$ cat config.mk
export PLATFORM = sky130hd
export DESIGN_NAME = keypad_conditioner
export DESIGN_NICKNAME = d
export VERILOG_FILES = /design/src/rtl/keypad_pkg.sv /design/src/rtl/button_debouncer.sv /design/src/rtl/keypad_conditioner.sv
export SDC_FILE = /design/constraint.sdc
export NUM_CORES = 1
export LEC_CHECK = 0
export CORE_AREA = 2 2 114 116
export CTS_CLUSTER_DIAMETER = 120
export CTS_CLUSTER_SIZE = 25
export DETAILED_ROUTE_END_ITERATION = 16
export DIE_AREA = 0 0 116 118
export GPL_TIMING_DRIVEN = 0
export PLACE_DENSITY = 0.66
export SLEW_MARGIN = 20
export SYNTH_ARGS = -nofsm -noshare
export SYNTH_HDL_FRONTEND = slang
export SYNTH_SLANG_ARGS = --single-unit
$ cat constraint.sdc
create_clock -name clk -period 2.3 [get_ports clk]
set_input_delay 0.46 -clock clk [delete_from_list [all_inputs] [get_ports clk]]
set_output_delay 0.46 -clock clk [all_outputs]
set_load 0.05 [all_outputs]
$ cat src/rtl/keypad_pkg.sv
// Shared constants and types for the keypad conditioner.
// Bit layout: [12:0] note keys, [13] mode, [14] sound.
package keypad_pkg;
  localparam int NUM_KEYS  = 13;
  localparam int NUM_PB    = 15;
  localparam int MODE_IDX  = 13;
  localparam int SOUND_IDX = 14;

  typedef logic [NUM_KEYS-1:0] key_vec_t;
endpackage

$ cat src/rtl/button_debouncer.sv
// One-bit synchronizer plus tick-sampled debounce counter.
// Level flips after DB_COUNT consecutive disagreeing ticks.
module button_debouncer #(
  parameter int DB_COUNT = 4
) (
  input  logic clk,
  input  logic rst,
  input  logic tick,
  input  logic raw,
  output logic level
);
  localparam logic [3:0] CNT_MAX = 4'(DB_COUNT - 1);

  logic       s1_q;
  logic       sync_q;
  logic       lvl_q, lvl_d;
  logic [3:0] cnt_q, cnt_d;

  always_comb begin
    cnt_d = cnt_q;
    lvl_d = lvl_q;
    if (tick) begin
      if (sync_q == lvl_q) begin
        cnt_d = '0;
      end else if (cnt_q == CNT_MAX) begin
        cnt_d = '0;
        lvl_d = ~lvl_q;
      end else begin
        cnt_d = cnt_q + 4'd1;
      end
    end
  end

  always_ff @(posedge clk) begin
    if (rst) begin
      s1_q   <= 1'b0;
      sync_q <= 1'b0;
      cnt_q  <= '0;
      lvl_q  <= 1'b0;
    end else begin
      s1_q   <= raw;
      sync_q <= s1_q;
      cnt_q  <= cnt_d;
      lvl_q  <= lvl_d;
    end
  end

  assign level = lvl_q;
endmodule

$ cat src/rtl/keypad_conditioner.sv
// Debounces 15 pushbuttons, emits mode/sound rising-edge pulses.
// Define KEYPAD_NOTE_HOLD_EN to latch the last nonzero note-key set.
module keypad_conditioner
  import keypad_pkg::*;
#(
  parameter int TICK_DIV = 1000,
  parameter int DB_COUNT = 4
) (
  input  logic              clk,
  input  logic              rst,
  input  logic [NUM_PB-1:0] pb_raw,
  output logic [NUM_PB-1:0] pb,
  output key_vec_t          keys,
  output logic              mode_edge,
  output logic              sound_edge,
  output logic              tick
);
  localparam logic [15:0] TICK_MAX = 16'(TICK_DIV - 1);

  logic [15:0]       tcnt_q, tcnt_d;
  logic [NUM_PB-1:0] pb_dly_q;
  logic              mode_edge_q, mode_edge_d;
  logic              sound_edge_q, sound_edge_d;

  assign tick = (tcnt_q == TICK_MAX);

  always_comb begin
    tcnt_d       = tick ? '0 : tcnt_q + 16'd1;
    mode_edge_d  = pb[MODE_IDX] & ~pb_dly_q[MODE_IDX];
    sound_edge_d = pb[SOUND_IDX] & ~pb_dly_q[SOUND_IDX];
  end

  always_ff @(posedge clk) begin
    if (rst) begin
      tcnt_q       <= '0;
      pb_dly_q     <= '0;
      mode_edge_q  <= 1'b0;
      sound_edge_q <= 1'b0;
    end else begin
      tcnt_q       <= tcnt_d;
      pb_dly_q     <= pb;
      mode_edge_q  <= mode_edge_d;
      sound_edge_q <= sound_edge_d;
    end
  end

  assign mode_edge  = mode_edge_q;
  assign sound_edge = sound_edge_q;

  for (genvar i = 0; i < NUM_PB; i++) begin : g_db
    button_debouncer #(.DB_COUNT(DB_COUNT)) u_db (
      .clk  (clk),
      .rst  (rst),
      .tick (tick),
      .raw  (pb_raw[i]),
      .level(pb[i])
    );
  end

`ifdef KEYPAD_NOTE_HOLD_EN
  key_vec_t hold_q, hold_d;

  always_comb begin
    hold_d = hold_q;
    if (pb[NUM_KEYS-1:0] != '0 && pb[NUM_KEYS-1:0] != hold_q)
      hold_d = pb[NUM_KEYS-1:0];
  end

  always_ff @(posedge clk) begin
    if (rst) hold_q <= '0;
    else     hold_q <= hold_d;
  end

  assign keys = hold_q;
`else
  assign keys = pb[NUM_KEYS-1:0];
`endif
endmodule
# Yosys cells after proc, flatten, opt, wreduce, memory -nomap -nowiden

Index checks and enable logic that the tools add are counted.

Bitwise operators: 34
Add/sub/neg operators: 16
Multiplexer cells: 30
Equality and inequality tests: 31
Reduce and logical (&&, ||, !) cells: 16

Operators with widths:

| kind                                             | number |
|---|---|
| 2-to-1 mux 4 bit                                 | 30 |
| adder 4 x 1 -> 4 bit (second input constant)     | 15 |
| == test 4 x 2 -> 1 bit (second input constant)   | 15 |
| AND reduction 3 bit                              | 15 |
| inverter 1 bit                                   | 32 |
| adder 16 x 1 -> 16 bit (second input constant)   | 1 |
| == test 16 x 10 -> 1 bit (second input constant) | 1 |
| == test 1 bit                                    | 15 |
| bitwise AND 1 bit                                | 2 |
| OR reduction 2 bit                               | 1 |

Output and inout port bits: 31
Register bits: 138

# Longest topological paths before layout

Depth after elaboration: 3
Gate-level depth with buffers: 9
Mapped depth without buffers: 6

# Modules after synthesis

Synthesis repeated with hierarchy kept, for this count alone.

Cell total of the unflattened synthesis: 509
Area, all modules: 5245.0 um2

By module, submodules not included:

| module             | cells each | seq. area each (um2) | instances | area each (um2) |
|---|---|---|---|---|
| button_debouncer   | 27         | 140.1                | 15        | 286.5 |
| keypad_conditioner | 104        | 400.4                | 1         | 947.2 |

# Worst setup path before layout

OpenSTA, ideal clock, no wires.

Path type: register to output
From: register tcnt_q[4]
To: output tick
Setup slack: -356 ps
Cell stages (with the launch flop): 6
Required time: 1840 ps
Arrival time: 2196 ps
Path buffers: 2
Cell sequence: dfxtp_1 or4_1 or4_4 buf_6 inv_2 clkbuf_1

Word-level cells in the longest chain between the ends: 1

Ends and longest elaborated chain:

| item                     | RTL line                 | RTL |
|---|---|---|
| start: declaration       | keypad_conditioner.sv:20 | `logic [15:0] tcnt_q, tcnt_d;` |
| start signal: assignment | keypad_conditioner.sv:40 | `tcnt_q <= tcnt_d;` |
| == test 16 x 10 -> 1 bit | keypad_conditioner.sv:25 | `assign tick = (tcnt_q == TICK_MAX);` |
| end: declaration         | keypad_conditioner.sv:16 | `output logic tick` |

No other way between the ends.

# Worst setup path in the final report

From: register tcnt_q[12]
To: register g_db[8].u_db.cnt_q[0]

Word-level cells in the longest chain between the ends: 1

Ends and longest elaborated chain:

| item                     | RTL line                 | RTL |
|---|---|---|
| == test 16 x 10 -> 1 bit | keypad_conditioner.sv:25 |  |
| end signal: assignment   | button_debouncer.sv:43   | `cnt_q <= cnt_d;` |
| end: declaration         | button_debouncer.sv:17   | `logic [3:0] cnt_q, cnt_d;` |

No other way between the ends.
A chain may end at the register's enable or synchronous reset.

==> results.sh <==
export IMPL_drt_iter0_drc=326
export IMPL_fin_crit_ns=2.76
export IMPL_worstPathRequired_ns=2.63
export IMPL_whs_path_depth=1
export IMPL_dieArea_um2=13700
export IMPL_place_inst=834
export IMPL_routed_via_count=4870
export IMPL_rsz0062_at_grt="true"
export IMPL_yosysUniqueCellTypes=31
export IMPL_p_int_uw=4240
export IMPL_dp_slack_ns=-0.893
export IMPL_ys_seq_elements=125
export IMPL_drv_cap=0
export IMPL_ant_nets=0
export IMPL_power_frac_seq_pct=41.7
export IMPL_start_util_pct=44.4
export IMPL_grt_pass1_vias=4468
export IMPL_relSlewSlack_pct=48.5
export IMPL_switching_share_pct=20.0
export IMPL_row_count=41
export IMPL_p_comb_share_pct=2.9
export IMPL_dp_hpwl_mm=8.42
export IMPL_drive_gt1_share_pct=28.3
export IMPL_clkPwrFrac_pct=55.3
export IMPL_synthCells=615
export IMPL_layoutNonFillerInstCount=894
export IMPL_area_delta_synth_final_pct=41.7
export IMPL_die_w_um=116
export IMPL_cts_tree="done"
export IMPL_powerDensity_nw_per_um2=678
export IMPL_root_buffer="clkbuf_16"
export IMPL_slew_viol_final=0
export IMPL_grt_overflow_total=0
export IMPL_p_total_uw=5300
export IMPL_tightest_slew_ns=0.773
export IMPL_cts_sinks=125
export IMPL_finalHoldViolCount=0
export IMPL_routed_wl_mm=14.5
export IMPL_portBuffers=47
export IMPL_vias_per_cell=5.45
export IMPL_synth_area_um2=5520
export IMPL_endpoint_kind="flip-flop"
export IMPL_clk_latency_ns=0.42
export IMPL_setup_slack_ns=-0.456
export IMPL_fill_cells=1015
export IMPL_gp_congestion=0.777
export IMPL_p_switching_uw=1060
export IMPL_io_pins=48
export IMPL_startpoint_type="flip-flop"
export IMPL_clock_fmax_ghz=0.363
export IMPL_seq_area_frac_synth_pct=45.4
export IMPL_vdd_drop_max_mv=0.516
export IMPL_post_drt_wl_per_cell_um=16.2
export IMPL_clock_path_buffers=2
export IMPL_grt_usage_pct=19.7
export IMPL_outcome="complete, but fails checks"
export IMPL_tns_ns=-17.22
export IMPL_grt_max_degree=17
export IMPL_fin_nets=743
export IMPL_antenna_found_initial=0
export IMPL_grt_pass1_wl_mm=21.3
export IMPL_ys_warn_count=0
export IMPL_finClkSkew_ns=0.00641
export IMPL_dr_pass1_iters=6
export IMPL_path_clk_slew_ns=0.05
export IMPL_core_area_um2=12400
export IMPL_crit_type="reg -> reg"
export IMPL_synth_fp_nets=648
export IMPL_syn_avg_cell_area_um2=8.97
export IMPL_violations="negative setup slack"
export IMPL_die_h_um=118
export IMPL_power_leakage_uw=0.00290
export IMPL_antenna_cells=0
export IMPL_timing_hold_ws_ns=0.381
export IMPL_min_path_type="reg -> reg"
export IMPL_period_share_pct=120
export IMPL_h_tree_depth=4
export IMPL_drc=0
export IMPL_r2r_cells=8
export IMPL_crit_fanout=6
export IMPL_cp_arrival_ns=3.09
export IMPL_cts_buffers=17
export IMPL_setup_viol=73
metal layers:
metal / part of all wire (%) / track usage (%) / wire length (µm)
met2: 50 / 31.5 / 7170
met3: 4.6 / 5.15 / 666
met1: 43 / 25.1 / 6290
met4: 2.3 / 7.81 / 336
met5: 0 / 0 / 0
cells by family after synthesis:
| logic type | after synthesis | share of synthesized area, % |
|---|---|---|
| mux | 2 | 0.363 |
| flops | 125 | 45.4 |
| compound gates | 123 | 12.6 |
| fa+ha+maj | 16 | 3.63 |
| simple gates | 252 | 25.8 |
| buf+inv | 63 | 6.83 |
| xor+xnor | 34 | 5.40 |
cells in the final DEF (no fill, tap or decap), types with 6 or more instances in the layout:
cell type        count
xnor2_1             27
nand2_2              7
nor2b_1             47
buf_12               8
clkbuf_1            15
o21ai_0             21
buf_4               42
nand4_1             10
or4_1               10
clkdlybuf4s50_1     46
xor2_1               7
buf_8                7
dfxtp_1            121
o21ai_2              6
clkbuf_16           25
a21oi_2             31
or4_4               23
inv_1                6
nand3_2              6
nand3b_1            10
nor4bb_1             8
nor3b_1             10
nor2_1              34
nand3_1             28
ha_1                16
a21oi_1             42
nand2_1             36
a21bo_2             12
flip-flops by register name, summed over array words and instances, names as in the netlist:
signal and count:
g_db.u_db.sync_q 15, g_db.u_db.s1_q 15, g_db.u_db.level 15, tcnt_q 16, mode_edge 1, g_db.u_db.cnt_q 60
sound_edge 1, pb_dly_q 2
stage by stage:
step,instance area [µm²],utilization [%]
floorplan,5520,-
global placement,6200,50.0
detailed placement,6200,50.0
CTS,7150,57.6
global route,7820,63.0
finish,7820,63.0
worst paths after layout:
check | startpoint | end | slack, ns
worst max-delay path | tcnt_q[12] | g_db[8].u_db.cnt_q[0] | -0.46
worst min-delay path | pb_dly_q[13] | mode_edge | 0.38
worst max register to register | tcnt_q[12] | g_db[8].u_db.cnt_q[0] | -0.46
worst min register to register | pb_dly_q[13] | mode_edge | 0.38
timing repair:
action / CTS / global route
cloned: 2 / 6
buffers inserted: 7 / 14
hold buffers: 0 / 0
gates resized for setup: 63 / 112
pin swaps: 16 / 53
setup endpoints to repair: 87 / 91
area by class of cell:
type	instances	area (µm²)	share of cell area, %
multi-input cells	427	3010	38.5
clock buffers	21	460	5.89
inverters	7	38.8	0.496
repair buffers	76	867	11.1
plain buffers	56	522	6.68
well taps	172	215	2.75
flip-flops and latches	125	2510	32.2
clock inverters	10	188	2.40
critical path, cell delays in order, from the launching register on:
cell and delay [ns]:
dfxtp_4 0.35, or4_4 0.51, or4_4 0.55, buf_12 0.16
buf_6 0.12, buf_8 0.14, clkbuf_16 0.16, or4_1 0.52
a21oi_1 0.16
synth_stat cells:
| cell | n | area, µm² |
|---|---|---|
| dfxtp_1 | 125 | 2500 |
| inv_2 | 1 | 3.75 |
| or4_1 | 32 | 240 |
| nor4_1 | 3 | 18.8 |
| a41o_1 | 3 | 30.0 |
| nor4bb_1 | 8 | 80.1 |
| a31oi_1 | 5 | 31.3 |
| a21bo_2 | 12 | 120 |
| buf_4 | 28 | 210 |
| inv_1 | 6 | 22.5 |
| and2_1 | 5 | 31.3 |
| or4_4 | 1 | 11.3 |
| clkbuf_1 | 20 | 75.1 |
| nand2_1 | 44 | 165 |
| buf_2 | 4 | 20.0 |
| ha_1 | 16 | 200 |
| o21ai_0 | 30 | 150 |
| xnor2_1 | 27 | 236 |
| a21oi_1 | 73 | 365 |
| nor3b_1 | 10 | 75.1 |
| or3_1 | 2 | 12.5 |
| and3_1 | 1 | 6.26 |
| nor2b_1 | 47 | 294 |
| buf_6 | 4 | 45.0 |
| nand3b_1 | 10 | 75.1 |
| xor2_1 | 7 | 61.3 |
| nand4_1 | 10 | 62.6 |
| nand3_1 | 37 | 185 |
| nor3_1 | 5 | 25.0 |
| nor2_1 | 37 | 139 |
| mux2i_1 | 2 | 20.0 |
power by group through the flow:
| stage | sequential (µW) | combinational, µW | clock, µW |
|---|---|---|---|
| 4_1_cts | 2210 | 137 | 2960 |
| 5_1_grt | 2210 | 169 | 3060 |
| 2_1_floorplan | 2250 | 76.0 | 0 |
| 6_report | 2210 | 155 | 2930 |
| 3_5_place_dp | 2260 | 132 | 0 |
| 3_3_place_gp | 2260 | 127 | 0 |
No activity file was read; power rests on OpenSTA's default activity.
